### config.mk
export PLATFORM = sky130hd
export DESIGN_NAME = kw_matcher
export DESIGN_NICKNAME = d
export VERILOG_FILES = /design/src/rtl/p1_text_pkg.sv /design/src/rtl/kw_matcher.sv
export SDC_FILE = /design/constraint.sdc
export NUM_CORES = 1
export LEC_CHECK = 0
export CELL_PAD_IN_SITES_DETAIL_PLACEMENT = 2
export CELL_PAD_IN_SITES_GLOBAL_PLACEMENT = 2
export CORE_MARGIN = 8
export CORE_UTILIZATION = 24
export CTS_CLUSTER_SIZE = 30
export DETAILED_ROUTE_END_ITERATION = 8
export GPL_ROUTABILITY_DRIVEN = 1
export PLACE_DENSITY = 0.82
export SYNTH_ARGS = -nofsm -noshare
export SYNTH_HDL_FRONTEND = slang
export SYNTH_SLANG_ARGS = --single-unit
export TNS_END_PERCENT = 30
### constraint.sdc
create_clock -name clk -period 2.5 [get_ports clk]
set_input_delay 0.375 -clock clk [delete_from_list [all_inputs] [get_ports clk]]
set_output_delay 0.375 -clock clk [all_outputs]
set_load 0.03 [all_outputs]
### src/rtl/p1_text_pkg.sv
// Shared definitions for the P1 text-processing datapath: ASCII constants,
// keyword matcher state encoding and case folding.
package p1_text_pkg;

  localparam logic [7:0] CH_SPACE = 8'h20;
  localparam logic [7:0] CH_B     = 8'h62;
  localparam logic [7:0] CH_E     = 8'h65;
  localparam logic [7:0] CH_G     = 8'h67;
  localparam logic [7:0] CH_I     = 8'h69;
  localparam logic [7:0] CH_N     = 8'h6E;
  localparam logic [7:0] CH_D     = 8'h64;
  localparam logic [7:0] CH_UC_A  = 8'h41;
  localparam logic [7:0] CH_UC_Z  = 8'h5A;

  typedef enum logic [3:0] {
    ST_SPACE,
    ST_SKIP,
    ST_B1,
    ST_B2,
    ST_B3,
    ST_B4,
    ST_BN,
    ST_E1,
    ST_E2,
    ST_ED
  } match_st_t;

  function automatic logic [7:0] tolower(input logic [7:0] c);
    return (c >= CH_UC_A && c <= CH_UC_Z) ? (c + 8'h20) : c;
  endfunction

endpackage

### src/rtl/kw_matcher.sv
// Word-level keyword recogniser: tracks "begin"/"end" per space-separated word
// and emits one-cycle token pulses on the accepted character that causes them.
module kw_matcher
  import p1_text_pkg::*;
#(
  parameter bit CASE_SENS = 1'b0
) (
  input  logic       clk,
  input  logic       reset,
  input  logic [7:0] i_ch,
  input  logic       i_valid,
  output logic       o_begin_set,
  output logic       o_end_set,
  output logic       o_commit,
  output logic       o_revoke
);

  match_st_t  r_state;
  match_st_t  w_state_nxt;
  logic [7:0] w_ch;
  logic       w_sp;

  always_ff @(posedge clk) begin
    if (reset) r_state <= ST_SPACE;
    else       r_state <= w_state_nxt;
  end

  always_comb begin
    w_ch        = CASE_SENS ? i_ch : tolower(i_ch);
    w_sp        = (i_ch == CH_SPACE);
    w_state_nxt = r_state;
    o_begin_set = 1'b0;
    o_end_set   = 1'b0;
    o_commit    = 1'b0;
    o_revoke    = 1'b0;
    if (i_valid) begin
      if (w_sp) w_state_nxt = ST_SPACE;
      else      w_state_nxt = ST_SKIP;
      case (r_state)
        ST_SPACE: begin
          if (w_ch == CH_B)      w_state_nxt = ST_B1;
          else if (w_ch == CH_E) w_state_nxt = ST_E1;
        end
        ST_B1: if (w_ch == CH_E) w_state_nxt = ST_B2;
        ST_B2: if (w_ch == CH_G) w_state_nxt = ST_B3;
        ST_B3: if (w_ch == CH_I) w_state_nxt = ST_B4;
        ST_B4: begin
          if (w_ch == CH_N) begin
            w_state_nxt = ST_BN;
            o_begin_set = 1'b1;
          end
        end
        ST_E1: if (w_ch == CH_N) w_state_nxt = ST_E2;
        ST_E2: begin
          if (w_ch == CH_D) begin
            w_state_nxt = ST_ED;
            o_end_set   = 1'b1;
          end
        end
        // A complete keyword is only final once the word ends on a space
        ST_BN, ST_ED: begin
          o_commit = w_sp;
          o_revoke = !w_sp;
        end
        default: ;
      endcase
    end
  end

endmodule

Yosys cells after proc, flatten, opt, wreduce, memory -nomap -nowiden. Cells that the tools add are included.

Add/sub/neg operators: 1. Multiply operators: 0. Div/mod/pow operators: 0. Order comparisons: 2. Equality and inequality tests: 15. Shifts and indexed selects: 0. Mux-type cells: 21. Bitwise operators: 0. Reduce and logical (&&, ||, !) cells: 4.

Operator list (count): equality test 8 x 7 -> 1 bit (second input constant) (6); 2-to-1 mux 4 bit (8); one-hot mux 4 bit (7 select lines) (1); equality test 4 x 3 -> 1 bit (second input constant) (4); 2-to-1 mux 1 bit (11); adder 8 x 6 -> 8 bit (second input constant) (1); equality test 4 x 2 -> 1 bit (second input constant) (2); equality test 4 bit (second input constant) (2); equality test 8 x 6 -> 1 bit (second input constant) (1); >= comparator 8 x 7 -> 1 bit (second input constant) (1); <= comparator 8 x 7 -> 1 bit (second input constant) (1); 2-to-1 mux 8 bit (1); logical NOT 4 bit (1); OR reduction 2 bit (1); logical AND 1 bit (1); logical NOT 1 bit (1).

Register bits: 4. Bits in latches: 0. Bits in writable memories: 0. Bits in read-only memories: 0. Bits of input ports: 11. Memories kept: 0.

Logic depth before layout (Yosys ltp).
Depth after elaboration: 7. Gate-level depth with buffers: 6.

Worst setup path before layout. Ideal clock, no wire load.

Path kind: input to output. From: input i_ch[1]. To: output o_end_set. Arrival: 1698 ps. Required time: 2125 ps. Setup slack: 427 ps. Cell stages on the path: 5. Buffers on the path: 1. Path through: buf_6 > or4b_1 > or3_1 > nor4_2 > and2_2.

Word-level cells in the longest chain between the ends: 7.

RTL lines: start: declaration (RTL line kw_matcher.sv:10) `input logic [7:0] i_ch,`; >= comparator 8 x 7 -> 1 bit / <= comparator 8 x 7 -> 1 bit (equally long branches) (RTL line p1_text_pkg.sv:29) `return (c >= CH_UC_A && c <= CH_UC_Z) ? (c + 8'h20) : c;`; logical AND 1 bit (RTL line p1_text_pkg.sv:29); 2-to-1 mux 8 bit (*) (RTL line p1_text_pkg.sv:29); equality test 8 x 7 -> 1 bit (*) (RTL line kw_matcher.sv:55) `if (w_ch == CH_D) begin`; 2-to-1 mux 1 bit (*) (RTL line kw_matcher.sv:55); 2-to-1 mux 1 bit (*) (RTL line kw_matcher.sv:39) `case (r_state)`; 2-to-1 mux 1 bit (*) (RTL line kw_matcher.sv:36) `if (i_valid) begin`; end: declaration (RTL line kw_matcher.sv:13) `output logic o_end_set,`.

Every way passes the cells marked *; elsewhere a longest branch is shown, timed or not.

Final worst setup path.
From: input i_ch[5]. To: output o_begin_set.

Word-level cells in the longest chain between the ends: 7.

RTL lines: >= comparator 8 x 7 -> 1 bit / <= comparator 8 x 7 -> 1 bit (equally long branches) (RTL line p1_text_pkg.sv:29); logical AND 1 bit (RTL line p1_text_pkg.sv:29); 2-to-1 mux 8 bit (*) (RTL line p1_text_pkg.sv:29); equality test 8 x 7 -> 1 bit (*) (RTL line kw_matcher.sv:48) `if (w_ch == CH_N) begin`; 2-to-1 mux 1 bit (*) (RTL line kw_matcher.sv:48); 2-to-1 mux 1 bit (*) (RTL line kw_matcher.sv:39); 2-to-1 mux 1 bit (*) (RTL line kw_matcher.sv:36); end: declaration (RTL line kw_matcher.sv:12) `output logic o_begin_set,`.

Marked as above.

==> results.md <==
- Run status: finished clean
- Die area: 3964 µm²
- Largest vdd supply drop: 155.5 µV
- Clock latency reported for the late side of the worst-skew pair: 230 ps
- Number of iterations in the first detailed-routing pass: 3
- Sw Ratio: 32.01%
- CTS H-tree lvls: 1
- DIE WIDTH: 62.96 µm
- Setup slack of the worst register-to-register path: 590 ps
- Detailed Route WL: 2106 µm
- Number of buffers inserted during clock tree synthesis: 3
- Power share of the clock group: 30.7%
- Multi-input logic area: 404.1 µm²
- Commonest non-fill, non-tap cells in the layout: 17 x sky130_fd_sc_hd__buf_4, 10 x sky130_fd_sc_hd__nor2_1, 7 x sky130_fd_sc_hd__o21ai_0, 7 x sky130_fd_sc_hd__clkdlybuf4s50_1, 4 x sky130_fd_sc_hd__nand3_1
- Initial cell density of the core: 24.64%
- Slew at the pin with the worst max-slew slack: 348.5 ps
- Number of nets in the synthesized netlist: 86
- Number of design-rule violations left by the first detailed-router iteration: 9
- Number of distinct library cells after synthesis: 36
- GRT Overall Usage: 11.12%
- Flip-flop count of the largest register after layout: 4
- Die Y: 62.96 µm
- Comb power frac: 40.5%
- Depth of the worst register-to-register path: 7
- Max-cap violations: 0
- Total DRC errors in the routed layout: 0
- Count of antenna diodes in the layout: 0
- Reported leakage power: 0.3546 nW
- Area Growth Syn to Fin: 52.01%
- Portion of total power attributed to sequential cells: 28.7%
- Worst r2r src: r_state[0]$_SDFFE_PP0P_
- Fill cells: 258
- Power per unit of standard cell area: 320.1 nW/µm²
- Total number of yosys warnings: 0
- Largest net degree at the start of global routing: 11
- Startpoint types: input pin
- Standard-cell rows: 17
- Wire length of the first global-routing pass: 3663 µm
- Total standard cell area after synthesis: 529.3 µm²
- Total clock sinks: 4
- Number of cells traversed by the worst hold path: 3
- Clock tree from TritonCTS: yes
- Pint: 0.1751 mW
- Average wire per cell in the routed design: 16.33 µm
- Type of element capturing the critical path: output port
- Remaining number of nets flagged by the antenna check after routing: 0
- Top-Level Pins: 15
- Routability cong.: 0.7787
- FF/Latch Area: 83.83 µm²
- Most frequent standard cell in the layout excluding fill and tap cells: sky130_fd_sc_hd__buf_4
- NetSw: 0.08242 mW
- Final HPWL DP: 1644 µm
- Tot Pwr: 0.2575 mW
- Count of state elements after synthesis: 4
- CP required: 2120 ps
- Syn_area_per_cell: 7.152 µm²
- Number of cells in the design after placement: 124
- RSZ-0062 raised after global routing: no
- Count of buffers inserted at the top-level ports: 14
- Number of hold violations in the final report: 0
- Util after Layout: 37.45%
- Count of mapped cells out of synthesis: 74
- Post-detailed-route via-to-cell ratio: 5.264
- Layout cell share with drive strength beyond 1: 25.74%
- Period utilisation layout: 94.74%
- Final setup violation count: 0
- Reg with most FFs: r_state
- Clock slew at the register clock pins of the worst setup and hold paths: 40 ps
- Grt ovf: 0
- Number of standard cells in the layout, taps in and fillers out: 129
- FF-to-FF End: r_state[0]$_SDFFE_PP0P_
- CTS Hold Buffers Added: 0
- Vias in the first global route: 768
- Hold path startpoint: r_state[1]$_SDFFE_PP0P_
- Largest clock skew in the final design: 4.456 ps
- Time the final worst path needs with I/O delays and setup: 2368 ps
- Portion of the post-synthesis area used by sequential elements: 15.13%
- Arr. time, crit path: 1990 ps
- Longest Clk Path Bufs: 2
- Final-report max-slew violation count: 0
- Max-slew headroom: 76.16%
- Top flop regs: r_state (4)
- Fin Setup TNS: 0 ps
- Via count: 679
- Worst hold path class: flip-flop to flip-flop
- Endpoint of the worst hold-timing path: r_state[1]$_SDFFE_PP0P_
- Initial antenna violation count: 0
- Worst-path fanout max: 3
- Clock root cell: sky130_fd_sc_hd__clkbuf_4
- Core area: 2148 µm²
- Achievable Freq: 422.2 MHz
- Critical path class: input pin to output port
- Total Nets Final: 115
[synthesized netlist by cell type]
cell type,n,share of area [%]
sky130_fd_sc_hd__nand3_1,4,3.8
sky130_fd_sc_hd__or4b_1,1,1.9
sky130_fd_sc_hd__a41oi_1,1,1.7
sky130_fd_sc_hd__a2111oi_0,1,1.7
sky130_fd_sc_hd__nor4_2,1,2.4
sky130_fd_sc_hd__clkbuf_8,2,5.2
sky130_fd_sc_hd__inv_1,3,2.1
sky130_fd_sc_hd__a22oi_1,1,1.4
sky130_fd_sc_hd__and2_2,1,1.4
sky130_fd_sc_hd__ha_1,1,2.4
sky130_fd_sc_hd__nor3b_1,1,1.4
sky130_fd_sc_hd__a31oi_1,1,1.2
sky130_fd_sc_hd__o211a_1,1,1.9
sky130_fd_sc_hd__nor3_1,3,2.8
sky130_fd_sc_hd__nand4_1,2,2.4
sky130_fd_sc_hd__clkbuf_1,1,0.71
sky130_fd_sc_hd__or3_2,1,1.4
sky130_fd_sc_hd__or3_1,2,2.4
sky130_fd_sc_hd__o311a_1,1,1.9
sky130_fd_sc_hd__a211o_1,2,3.3
sky130_fd_sc_hd__nand2_1,3,2.1
sky130_fd_sc_hd__o21ai_0,8,7.6
sky130_fd_sc_hd__a211oi_1,3,4.3
sky130_fd_sc_hd__and3b_1,1,1.7
sky130_fd_sc_hd__dfxtp_1,4,15
sky130_fd_sc_hd__nor4bb_1,1,1.9
sky130_fd_sc_hd__and3_1,2,2.4
sky130_fd_sc_hd__buf_6,1,2.1
sky130_fd_sc_hd__nor2_1,10,7.1
sky130_fd_sc_hd__a21oi_1,2,1.9
sky130_fd_sc_hd__nand3b_1,1,1.4
sky130_fd_sc_hd__buf_2,1,0.94
sky130_fd_sc_hd__nor2b_1,3,3.5
sky130_fd_sc_hd__nor4b_1,1,1.7
sky130_fd_sc_hd__and4b_1,1,1.9
sky130_fd_sc_hd__nor4_1,1,1.2
[through the flow]
stage	hold slack, ps	setup slack [ps]	area, µm²
floorplan	444.4	427.0	529.3
global placement	655.8	14.40	747.0
detailed placement	669.1	-24.53	747.0
CTS	679.1	23.51	789.5
global route	716.0	25.42	804.5
finish	676.8	131.5	804.5
[per-layer routing]
metal / global-route usage (%) / share of wire, % / up-vias
met2: 20.36 / 53 / 10
li1: - / - / 337
met1: 12.23 / 45 / 330
met4: 3.419 / 0.38 / 0
met3: 2.509 / 2.0 / 2
met5: 0 / 0 / -
[area by class of cell]
type,count,area share (%)
Clock buffer,3,2.799
Inverter,3,1.400
Multi-Input combinational cell,62,50.23
Sequential cell,4,10.42
Tap cell,28,4.355
Timing Repair Buffer,29,30.79
[cells by family after synthesis]
logic type,after synthesis,share of synthesized area (%)
flops,4,15.13
simple gates,40,44.68
compound gates,21,26.72
fa+ha+maj,1,2.364
buf+inv,8,11.11
[how the worst max path moves through the flow]
stage / slack [ps] / depth (start not counted) / to / from
floorplan: 430 / 5 / o_end_set / i_ch[1]
global placement: 10 / 6 / o_end_set / i_ch[1]
detailed placement: -20 / 7 / o_end_set / i_ch[5]
CTS: 20 / 6 / o_end_set / i_ch[1]
global route: 30 / 8 / o_begin_set / i_ch[5]
finish: 130 / 8 / o_begin_set / i_ch[5]
[power by group through the flow]
| stage | logic [mW] | registers [mW] | clock network (mW) |
|---|---|---|---|
| finish | 0.104 | 0.0740 | 0.0792 |
| detailed placement | 0.0871 | 0.0805 | 0 |
| CTS | 0.102 | 0.0737 | 0.0817 |
| global placement | 0.0837 | 0.0788 | 0 |
| floorplan | 0.0481 | 0.0714 | 0 |
| global route | 0.114 | 0.0744 | 0.0884 |
[critical path, cell delays in order]
cell and delay [ps]:
sky130_fd_sc_hd__clkdlybuf4s50_1 430, sky130_fd_sc_hd__ha_1 280, sky130_fd_sc_hd__nor2b_1 210, sky130_fd_sc_hd__buf_4 150, sky130_fd_sc_hd__o211a_1 190, sky130_fd_sc_hd__nand3_1 120
sky130_fd_sc_hd__inv_1 70, sky130_fd_sc_hd__buf_4 150
[timing repair]
action                                  in CTS  in global routing
resized for setup                            8                  3
endpoints found under the setup margin       1                  2
pin swaps                                    3                  1
setup buffers                                2                  0
cloned                                       0                  0
(Power assumes the default switching activity.)
